### config.mk
export PLATFORM = sky130hd
export DESIGN_NAME = alu_seq_ctrl_flat
export DESIGN_NICKNAME = d
export VERILOG_FILES = /design/src/rtl/alu_seq_ctrl_pkg.sv /design/src/rtl/alu_seq_ctrl_if.sv /design/src/rtl/alu_seq_ctrl_btn_debounce.sv /design/src/rtl/alu_seq_ctrl.sv /design/src/flat_wrapper.sv
export SDC_FILE = /design/constraint.sdc
export NUM_CORES = 1
export LEC_CHECK = 0
export CORE_ASPECT_RATIO = 0.5
export CORE_MARGIN = 2
export CORE_UTILIZATION = 55
export DETAILED_ROUTE_END_ITERATION = 16
export PLACE_DENSITY = 0.75
export REMOVE_ABC_BUFFERS = 1
export SLEW_MARGIN = 20
export SYNTH_ARGS = -nofsm -noshare
export SYNTH_HDL_FRONTEND = slang
export SYNTH_SLANG_ARGS = --single-unit
### constraint.sdc
create_clock -name clk -period 5.4 [get_ports clk]
set_clock_uncertainty 0.15 [all_clocks]
set_input_delay 1.08 -clock clk [delete_from_list [all_inputs] [get_ports clk]]
set_output_delay 1.08 -clock clk [all_outputs]
set_load 0.05 [all_outputs]
### src/rtl/alu_seq_ctrl_pkg.sv
// Shared constants, FSM encoding and opcode arithmetic for the ALU demo controller.
package alu_pkg;

  localparam int unsigned OP_W = 3;

  localparam logic [1:0] ST_IDLE = 2'd0;
  localparam logic [1:0] ST_EXEC = 2'd1;
  localparam logic [1:0] ST_WAIT = 2'd2;
  localparam logic [1:0] ST_SHOW = 2'd3;

  localparam int unsigned BTN_C = 4;
  localparam int unsigned BTN_U = 3;
  localparam int unsigned BTN_D = 2;
  localparam int unsigned BTN_L = 1;
  localparam int unsigned BTN_R = 0;

  typedef enum logic [1:0] {
    StIdle = ST_IDLE,
    StExec = ST_EXEC,
    StWait = ST_WAIT,
    StShow = ST_SHOW
  } state_t;

  // Apply the highest-priority direction event; lower events that cycle are dropped.
  // Arithmetic wraps modulo 8 through the 3-bit width.
  function automatic logic [OP_W-1:0] op_step(input logic [OP_W-1:0] op, input logic [4:0] ev);
    logic [OP_W-1:0] nxt;
    nxt = op;
    if (ev[BTN_U])      nxt = op + 3'd2;
    else if (ev[BTN_D]) nxt = op - 3'd2;
    else if (ev[BTN_L]) nxt = op + 3'd1;
    else if (ev[BTN_R]) nxt = op - 3'd1;
    return nxt;
  endfunction

endpackage

### src/rtl/alu_seq_ctrl_if.sv
// Controller-to-ALU bus: opcode, operands, execute strobe and returned result.
interface alu_seq_ctrl_if
  import alu_pkg::*;
#(
  parameter int unsigned DATA_W = 4
);
  logic [OP_W-1:0]   alu_op;
  logic [DATA_W-1:0] alu_a;
  logic [DATA_W-1:0] alu_b;
  logic              alu_en;
  logic [DATA_W-1:0] alu_res;

  modport master (output alu_op, output alu_a, output alu_b, output alu_en, input alu_res);
  modport slave  (input alu_op, input alu_a, input alu_b, input alu_en, output alu_res);
endinterface

### src/rtl/alu_seq_ctrl_btn_debounce.sv
// One button: 2-FF synchroniser, stability-window debounce, rising-edge press pulse.
module btn_debounce #(
  parameter int unsigned DB_CNT = 1000000
) (
  input  logic clk,
  input  logic rst,
  input  logic raw,
  output logic press
);

  localparam int unsigned CntW = $clog2(DB_CNT);

  logic            sync0_q, sync1_q;
  logic            stable_q, prev_q;
  logic [CntW-1:0] cnt_q;

  // Bring the raw button into the clock domain.
  always_ff @(posedge clk or posedge rst) begin
    if (rst) begin
      sync0_q <= 1'b0;
      sync1_q <= 1'b0;
    end else begin
      sync0_q <= raw;
      sync1_q <= sync0_q;
    end
  end

  // Accept a new level only after it has differed from stable for DB_CNT cycles.
  always_ff @(posedge clk or posedge rst) begin
    if (rst) begin
      cnt_q    <= '0;
      stable_q <= 1'b0;
    end else if (sync1_q == stable_q) begin
      cnt_q <= '0;
    end else if (cnt_q == CntW'(DB_CNT - 1)) begin
      stable_q <= sync1_q;
      cnt_q    <= '0;
    end else begin
      cnt_q <= cnt_q + 1'b1;
    end
  end

  // Delayed copy of the debounced level for edge detection.
  always_ff @(posedge clk or posedge rst) begin
    if (rst) prev_q <= 1'b0;
    else     prev_q <= stable_q;
  end

  // Only the press edge matters; release produces nothing.
  assign press = stable_q & ~prev_q;

endmodule

### src/rtl/alu_seq_ctrl.sv
// Button-driven sequencer for the ALU demo: edits opcode, launches one operation, captures result.
module alu_seq_ctrl
  import alu_pkg::*;
#(
  parameter int unsigned DATA_W  = 4,
  parameter int unsigned DB_CNT  = 1000000,
  parameter int unsigned ALU_LAT = 1
) (
  input  logic              clk,
  input  logic              rst,
  input  logic [4:0]        btn,
  input  logic [DATA_W-1:0] a_in,
  input  logic [DATA_W-1:0] b_in,
  alu_seq_ctrl_if.master    alu,
  output logic [DATA_W-1:0] result,
  output logic              busy,
  output logic              done
);

  localparam int unsigned LatW = (ALU_LAT > 1) ? $clog2(ALU_LAT) : 1;

  logic [4:0] press;

  for (genvar i = 0; i < 5; i++) begin : g_btn
    btn_debounce #(
      .DB_CNT(DB_CNT)
    ) u_db (
      .clk  (clk),
      .rst  (rst),
      .raw  (btn[i]),
      .press(press[i])
    );
  end

  state_t            state_q, state_d;
  logic [OP_W-1:0]   op_q, op_d;
  logic [DATA_W-1:0] a_q, a_d, b_q, b_d, res_q, res_d;
  logic [LatW-1:0]   lat_q, lat_d;
  logic              en_c, busy_c, done_c;
  logic              has_dir;

  assign has_dir = |press[BTN_U:BTN_R];

  // State and datapath registers; reset aborts any operation in flight.
  always_ff @(posedge clk or posedge rst) begin
    if (rst) begin
      state_q <= StIdle;
      op_q    <= '0;
      a_q     <= '0;
      b_q     <= '0;
      res_q   <= '0;
      lat_q   <= '0;
    end else begin
      state_q <= state_d;
      op_q    <= op_d;
      a_q     <= a_d;
      b_q     <= b_d;
      res_q   <= res_d;
      lat_q   <= lat_d;
    end
  end

  // Next-state and strobes; events outside IDLE/SHOW fall through and are lost.
  always_comb begin
    state_d = state_q;
    op_d    = op_q;
    a_d     = a_q;
    b_d     = b_q;
    res_d   = res_q;
    lat_d   = lat_q;
    en_c    = 1'b0;
    busy_c  = 1'b0;
    done_c  = 1'b0;
    unique case (state_q)
      StIdle: begin
        if (press[BTN_C]) begin
          a_d     = a_in;
          b_d     = b_in;
          state_d = StExec;
        end else if (has_dir) begin
          op_d = op_step(op_q, press);
        end
      end
      StExec: begin
        en_c    = 1'b1;
        busy_c  = 1'b1;
        lat_d   = LatW'(ALU_LAT - 1);
        state_d = StWait;
      end
      StWait: begin
        busy_c = 1'b1;
        if (lat_q == '0) begin
          res_d   = alu.alu_res;
          done_c  = 1'b1;
          state_d = StShow;
        end else begin
          lat_d = lat_q - 1'b1;
        end
      end
      StShow: begin
        if (press[BTN_C]) begin
          a_d     = a_in;
          b_d     = b_in;
          state_d = StExec;
        end else if (has_dir) begin
          op_d    = op_step(op_q, press);
          state_d = StIdle;
        end
      end
      default: state_d = StIdle;
    endcase
  end

  assign alu.alu_op = op_q;
  assign alu.alu_a  = a_q;
  assign alu.alu_b  = b_q;
  assign alu.alu_en = en_c;
  assign result     = res_q;
  assign busy       = busy_c;
  assign done       = done_c;

endmodule
### src/flat_wrapper.sv
// flat-port wrapper written by rule: the top's interface ports become plain ports
module alu_seq_ctrl_flat import alu_pkg::*;
#(
  parameter int unsigned DATA_W  = 4,
  parameter int unsigned DB_CNT  = 1000000,
  parameter int unsigned ALU_LAT = 1
)
  (clk, rst, btn, a_in, b_in, result, busy, done, alu_alu_op, alu_alu_a, alu_alu_b, alu_alu_en, alu_alu_res);
  alu_seq_ctrl_if #(.DATA_W(DATA_W)) alu_i ();
  input  logic clk;
  input  logic rst;
  input  logic [4:0] btn;
  input  logic [DATA_W-1:0] a_in;
  input  logic [DATA_W-1:0] b_in;
  output logic [DATA_W-1:0] result;
  output logic busy;
  output logic done;
  output wire logic [$bits(alu_i.alu_op)-1:0] alu_alu_op;
  output wire logic [$bits(alu_i.alu_a)-1:0] alu_alu_a;
  output wire logic [$bits(alu_i.alu_b)-1:0] alu_alu_b;
  output wire logic [$bits(alu_i.alu_en)-1:0] alu_alu_en;
  input wire logic [$bits(alu_i.alu_res)-1:0] alu_alu_res;
  assign alu_alu_op = alu_i.alu_op;
  assign alu_alu_a = alu_i.alu_a;
  assign alu_alu_b = alu_i.alu_b;
  assign alu_alu_en = alu_i.alu_en;
  assign alu_i.alu_res = alu_alu_res;
  alu_seq_ctrl #(.DATA_W(DATA_W), .DB_CNT(DB_CNT), .ALU_LAT(ALU_LAT)) u_core (.clk(clk), .rst(rst), .btn(btn), .a_in(a_in), .b_in(b_in), .alu(alu_i), .result(result), .busy(busy), .done(done));
endmodule
* Yosys cells after proc, flatten, opt, wreduce, memory -nomap -nowiden
Index checks and enable logic that the tools add are counted.
Word-level totals: flip-flop bits (word level) 138, bits of input ports 19, output and inout bits 18
Cells by class: add/subtract/negate cells 10, equal/unequal tests 16, multiplexer cells 25, bitwise logic cells 17, reductions and logical operators 15
Operator list (count):
- two-way mux 20 bit | 10
- adder 20 x 1 -> 20 bit (second input constant) | 5
- equality test 20 bit (second input constant) | 5
- AND reduction 2 bit | 7
- two-way mux 3 bit | 4
- inverter 1 bit | 12
- two-way mux 2 bit | 4
- case mux 2 bit (4 select lines) | 1
- bitwise AND 1 bit | 5
- equality test 1 bit | 5
- two-way mux 1 bit | 5
- equality test 2 bit (second input constant) | 2
- inequality test 2 bit (second input constant) | 2
- AND reduction 4 bit | 1
- nonzero test 4 bit | 1
- OR reduction 2 bit | 2
- OR reduction 4 bit | 1
- adder 3 x 1 -> 3 bit (second input constant) | 1
- adder 3 x 2 -> 3 bit (second input constant) | 1
- inequality test 3 x 2 -> 1 bit (second input constant) | 1
- AND reduction 3 bit | 1
- subtractor 3 x 1 -> 3 bit (second input constant) | 1
- subtractor 3 x 2 -> 3 bit (second input constant) | 1
- equality test 2 x 1 -> 1 bit (second input constant) | 1
- other kinds (4) | 4

* Depth between registers and ports, before layout
word-level depth 6, mapped depth 8

* Cells and area by module
Synthesis repeated with hierarchy kept, for this count alone.
Unflattened totals: cell total of the unflattened synthesis 613, area, all modules 6707.7 um^2
Modules (own cells, without submodules):
- btn_debounce at u_core.g_btn[0].u_db ... | instances 4, cells an instance 110, area each 1181.1 um^2
- btn_debounce at u_core.g_btn[4].u_db | instances 1, cells an instance 109, area each 1149.9 um^2
- alu_seq_ctrl | instances 1, cells an instance 64, area each 833.3 um^2

* Worst setup path before layout
No wires, ideal clock.
path type reg2out, start register u_core.state_q[0], end output port done, data arrival time 1055 ps, required time 4170 ps, path slack 3115 ps, stages on the path, launching flop included 3, buffers on the path 0, cell sequence dfrtp_1 > inv_1 > ha_1
On the way: word-level cells in the longest chain between the ends 2
RTL lines:
- from (decl) | line alu_seq_ctrl.sv:35 | state_t state_q, state_d;
- from (signal assigned) | line alu_seq_ctrl.sv:47 | state_q <= StIdle;
- from (signal assigned) | line alu_seq_ctrl.sv:54 | state_q <= state_d;
- equality test 2 bit | line alu_seq_ctrl.sv:74 | unique case (state_q)
- two-way mux 1 bit | line alu_seq_ctrl.sv:74
- to (decl) | line flat_wrapper.sv:17 | output logic done;
Every way passes these cells.

* Worst setup path after layout
start register u_core.state_q[1], end output port busy
On the way: word-level cells in the longest chain between the ends 3
RTL lines:
- equality test 2 x 1 -> 1 bit / equality test 2 bit (equally long branches) | line alu_seq_ctrl.sv:74
- OR reduction 2 bit (no source line) *
- two-way mux 1 bit * | line alu_seq_ctrl.sv:74
- to (decl) | line flat_wrapper.sv:16 | output logic busy;
Mark *: on every way between the ends. The rest lies on a longest branch, timed or not.

==> flow_summary.json <==
{
  "comb_power_share_pct": 2.8,
  "final_nets": 659,
  "period_minus_slack_ns": 3.354,
  "first_pass_iters": 6,
  "area_growth_pct": 17.42,
  "drive_gt1_share_pct": 8.892,
  "critPathKind": "reg2out",
  "grt_usage_pct": 19.86,
  "ys_ff_latch": 137,
  "path_clk_slew_ns": 0.06,
  "postCtsSetupRepairBufs": 0,
  "leakagePower_nw": 3.245,
  "setup_viol": 0,
  "status": "complete, no violations",
  "start_kind": "register",
  "ctsHoldBuffers": 0,
  "setup_tns_ns": 0,
  "routabilityCongestion": 0.7798,
  "slew_violations": 0,
  "switchingPower_w": 0.0004677,
  "crit_arrival_ns": 2.12,
  "worst_ep_required_time_ns": 4.17,
  "cts_buffers": 17,
  "rsz0062_at_grt": "false",
  "tightest_slew_ns": 0.7563,
  "p_clk_share_pct": 51.0,
  "cp_max_fo": 5,
  "cts_resized": 0,
  "grt_overflow": 0,
  "cts_tree": "built",
  "synth-edff-count": 0,
  "rows": 27,
  "avgRoutedWirePerCell_um": 13.99,
  "ios": 37,
  "drcViolationCount": 0,
  "start_util_pct": 56.67,
  "yosysSeqAreaShare_pct": 54.93,
  "clkLatencyLatePin_ns": 0.41,
  "p_int_w": 0.001809,
  "vias_per_cell": 5.354,
  "r2r_slack_ns": 3.15,
  "ys.flop_type": "dfrtp_1",
  "cts.sinks": 137,
  "cp-end-kind": "primary output",
  "cts_max_level": 4,
  "min_path_type": "reg2reg",
  "core_um2": 11010,
  "grt_start_max_net_pins": 115,
  "die_w_um": 154.6,
  "grt_pass1_vias": 4061,
  "clockBufferDepth": 2,
  "p_total_w": 0.002277,
  "maxSlewHeadroom_pct": 49.11,
  "cap_violations": 0,
  "netlist_area_um2": 6241,
  "min_from": "u_core.g_btn[4].u_db.sync0_q$_DFF_PP0_",
  "die_area_um2": 12270,
  "min_to": "u_core.g_btn[4].u_db.sync1_q$_DFF_PP0_",
  "syn_area_per_cell_um2": 10.74,
  "p_seq_share_pct": 46.2,
  "finalHoldViolCount": 0,
  "r2r_cells": 5,
  "drt_iter0_drc": 214,
  "numPortBuffers": 36,
  "ir_worst_vdd_v": 0.0002454,
  "drt_wl_total_um": 11000,
  "place.detailed.hpwl_um": 6860,
  "diodes": 0,
  "grt_pass1_wl_um": 19160,
  "dieHeight_um": 79.33,
  "fmax_mhz": 298.1,
  "yosysWarnings": 0,
  "netSwitchingFraction_pct": 20.54,
  "power_density_nw_per_um2": 310.7,
  "antenna_found_initial": 0,
  "crit-reg2reg-launch": "u_core.g_btn[3].u_db.stable_q$_DFFE_PP0P_",
  "synth.distinct_cells": 43,
  "finalCritPeriodShare_pct": 62.12,
  "cts-root-buf": "clkbuf_16",
  "ant_nets": 0,
  "synth_cells": 581,
  "r2r_end": "u_core.state_q[1]$_DFFE_PP0P_",
  "whs_path_depth": 0,
  "async_flop_share_pct": 100.0,
  "vias": 4208
}
[state kept, by name, indices dropped and copies added, names as in the netlist]
register	cells
u_core.g_btn.u_db.sync0_q	5
u_core.g_btn.u_db.cnt_q	100
u_core.result	4
u_core.g_btn.u_db.stable_q	5
u_core.alu.alu_a	4
u_core.alu.alu_op	3
u_core.alu.alu_b	4
u_core.g_btn.u_db.prev_q	5
u_core.state_q	2
u_core.g_btn.u_db.sync1_q	5
[cells by family (layout without fill, tap and decap cells)]
family,Yosys count,after routing,share of synthesized area [%]
and+or+nand+nor,288,288,23.08
DFF,137,137,54.93
xor gates and xnor gates,98,98,13.75
buffers and inverters,21,81,1.704
muxes,18,18,3.308
adders and majority gates,11,11,2.326
AOI/OAI and AO/OA,8,8,0.9023
[final cells by class]
class,instances,area [µm²]
inverters,13,56.30
flip-flops and latches,137,3428
multi-input cells,423,2706
repair buffers,37,367.9
clock buffers,23,467.9
fillers,824,3685
clock inverters,8,120.1
well taps,145,181.4
[critical path, cell delays in order (launching register included)]
cell and delay (ns):
dfrtp_1 0.41, inv_1 0.11, ha_1 0.36, clkdlybuf4s50_1 0.84
[stage by stage]
step / utilization, % / hold slack [ns] / area [µm²] / std cells / setup WS [ns]
after floorplan: - / 0.1812 / 6183 / 573 / 0.5022
after global placement: 61.18 / 0.1839 / 6738 / 755 / 2.522
after detailed placement: 61.18 / 0.1887 / 6738 / 755 / 2.469
after CTS: 66.52 / 0.2013 / 7326 / 786 / 2.022
after global routing: 66.54 / 0.2038 / 7328 / 786 / 1.948
final: 66.54 / 0.1997 / 7328 / 786 / 2.046
[power groups by stage]
stage / Sequential, W / Combinational (W) / Clock, W
3_5_place_dp: 0.00107 / 0.0000661 / 0
2_1_floorplan: 0.00107 / 0.0000400 / 0
6_report: 0.00105 / 0.0000644 / 0.00116
3_3_place_gp: 0.00107 / 0.0000648 / 0
5_1_grt: 0.00105 / 0.0000756 / 0.00123
4_1_cts: 0.00105 / 0.0000666 / 0.00118
[how the worst max path moves through the flow]
stage	slack, ns	startpoint	endpoint	cells after the start
after global routing	1.95	u_core.state_q[1]$_DFFE_PP0P_	busy	3
after detailed placement	2.47	u_core.state_q[1]$_DFFE_PP0P_	busy	3
after CTS	2.02	u_core.state_q[1]$_DFFE_PP0P_	busy	3
after floorplan	0.50	rst	u_core.alu.alu_a[0]$_DFFE_PP0P_	1
after global placement	2.52	u_core.state_q[1]$_DFFE_PP0P_	busy	3
final	2.05	u_core.state_q[1]$_DFFE_PP0P_	busy	3
[routing by layer]
| layer | GRT usage (%) | vias up | wire length [µm] |
|---|---|---|---|
| met3 | 5.076 | 17 | 277 |
| met5 | 0 | - | 0 |
| met1 | 26.75 | 2077 | 5361 |
| met4 | 6.944 | 0 | 145 |
| li1 | - | 2057 | - |
| met2 | 31.79 | 57 | 5213 |
[Yosys cell counts (4+ instances only)]
library cell,number,area [µm²]
xor2_1,61,534.3
nand3_1,38,190.2
mux2_2,17,191.4
ha_1,10,125.1
and2_1,7,43.79
and4_1,7,61.31
nand4_1,17,106.4
and3_1,17,106.4
nor2_1,109,409.1
dfrtp_1,137,3428
nor3_1,11,55.05
xnor2_1,37,324.1
nor2b_1,4,25.02
nand2_1,41,153.9
buf_2,4,20.02
inv_1,13,48.80
nor4_1,11,68.82
nor4b_1,5,43.79
[cells in the final DEF (no fill, tap or decap), types with 3 or more instances in the layout]
cell type / n
and2_1: 7
and3_1: 17
xnor2_1: 37
nor3_1: 11
nor2_1: 109
ha_1: 10
nor2b_1: 4
clkbuf_16: 17
clkbuf_1: 4
nand4_1: 17
nand3_1: 38
nand2_1: 41
nor4b_1: 5
xor2_1: 61
clkdlybuf4s50_1: 36
dfrtp_1: 137
and4_1: 7
mux2_2: 17
nor4_1: 11
bufinv_16: 3
clkinv_2: 3
inv_1: 12
Power figures use the tool's default switching activity.
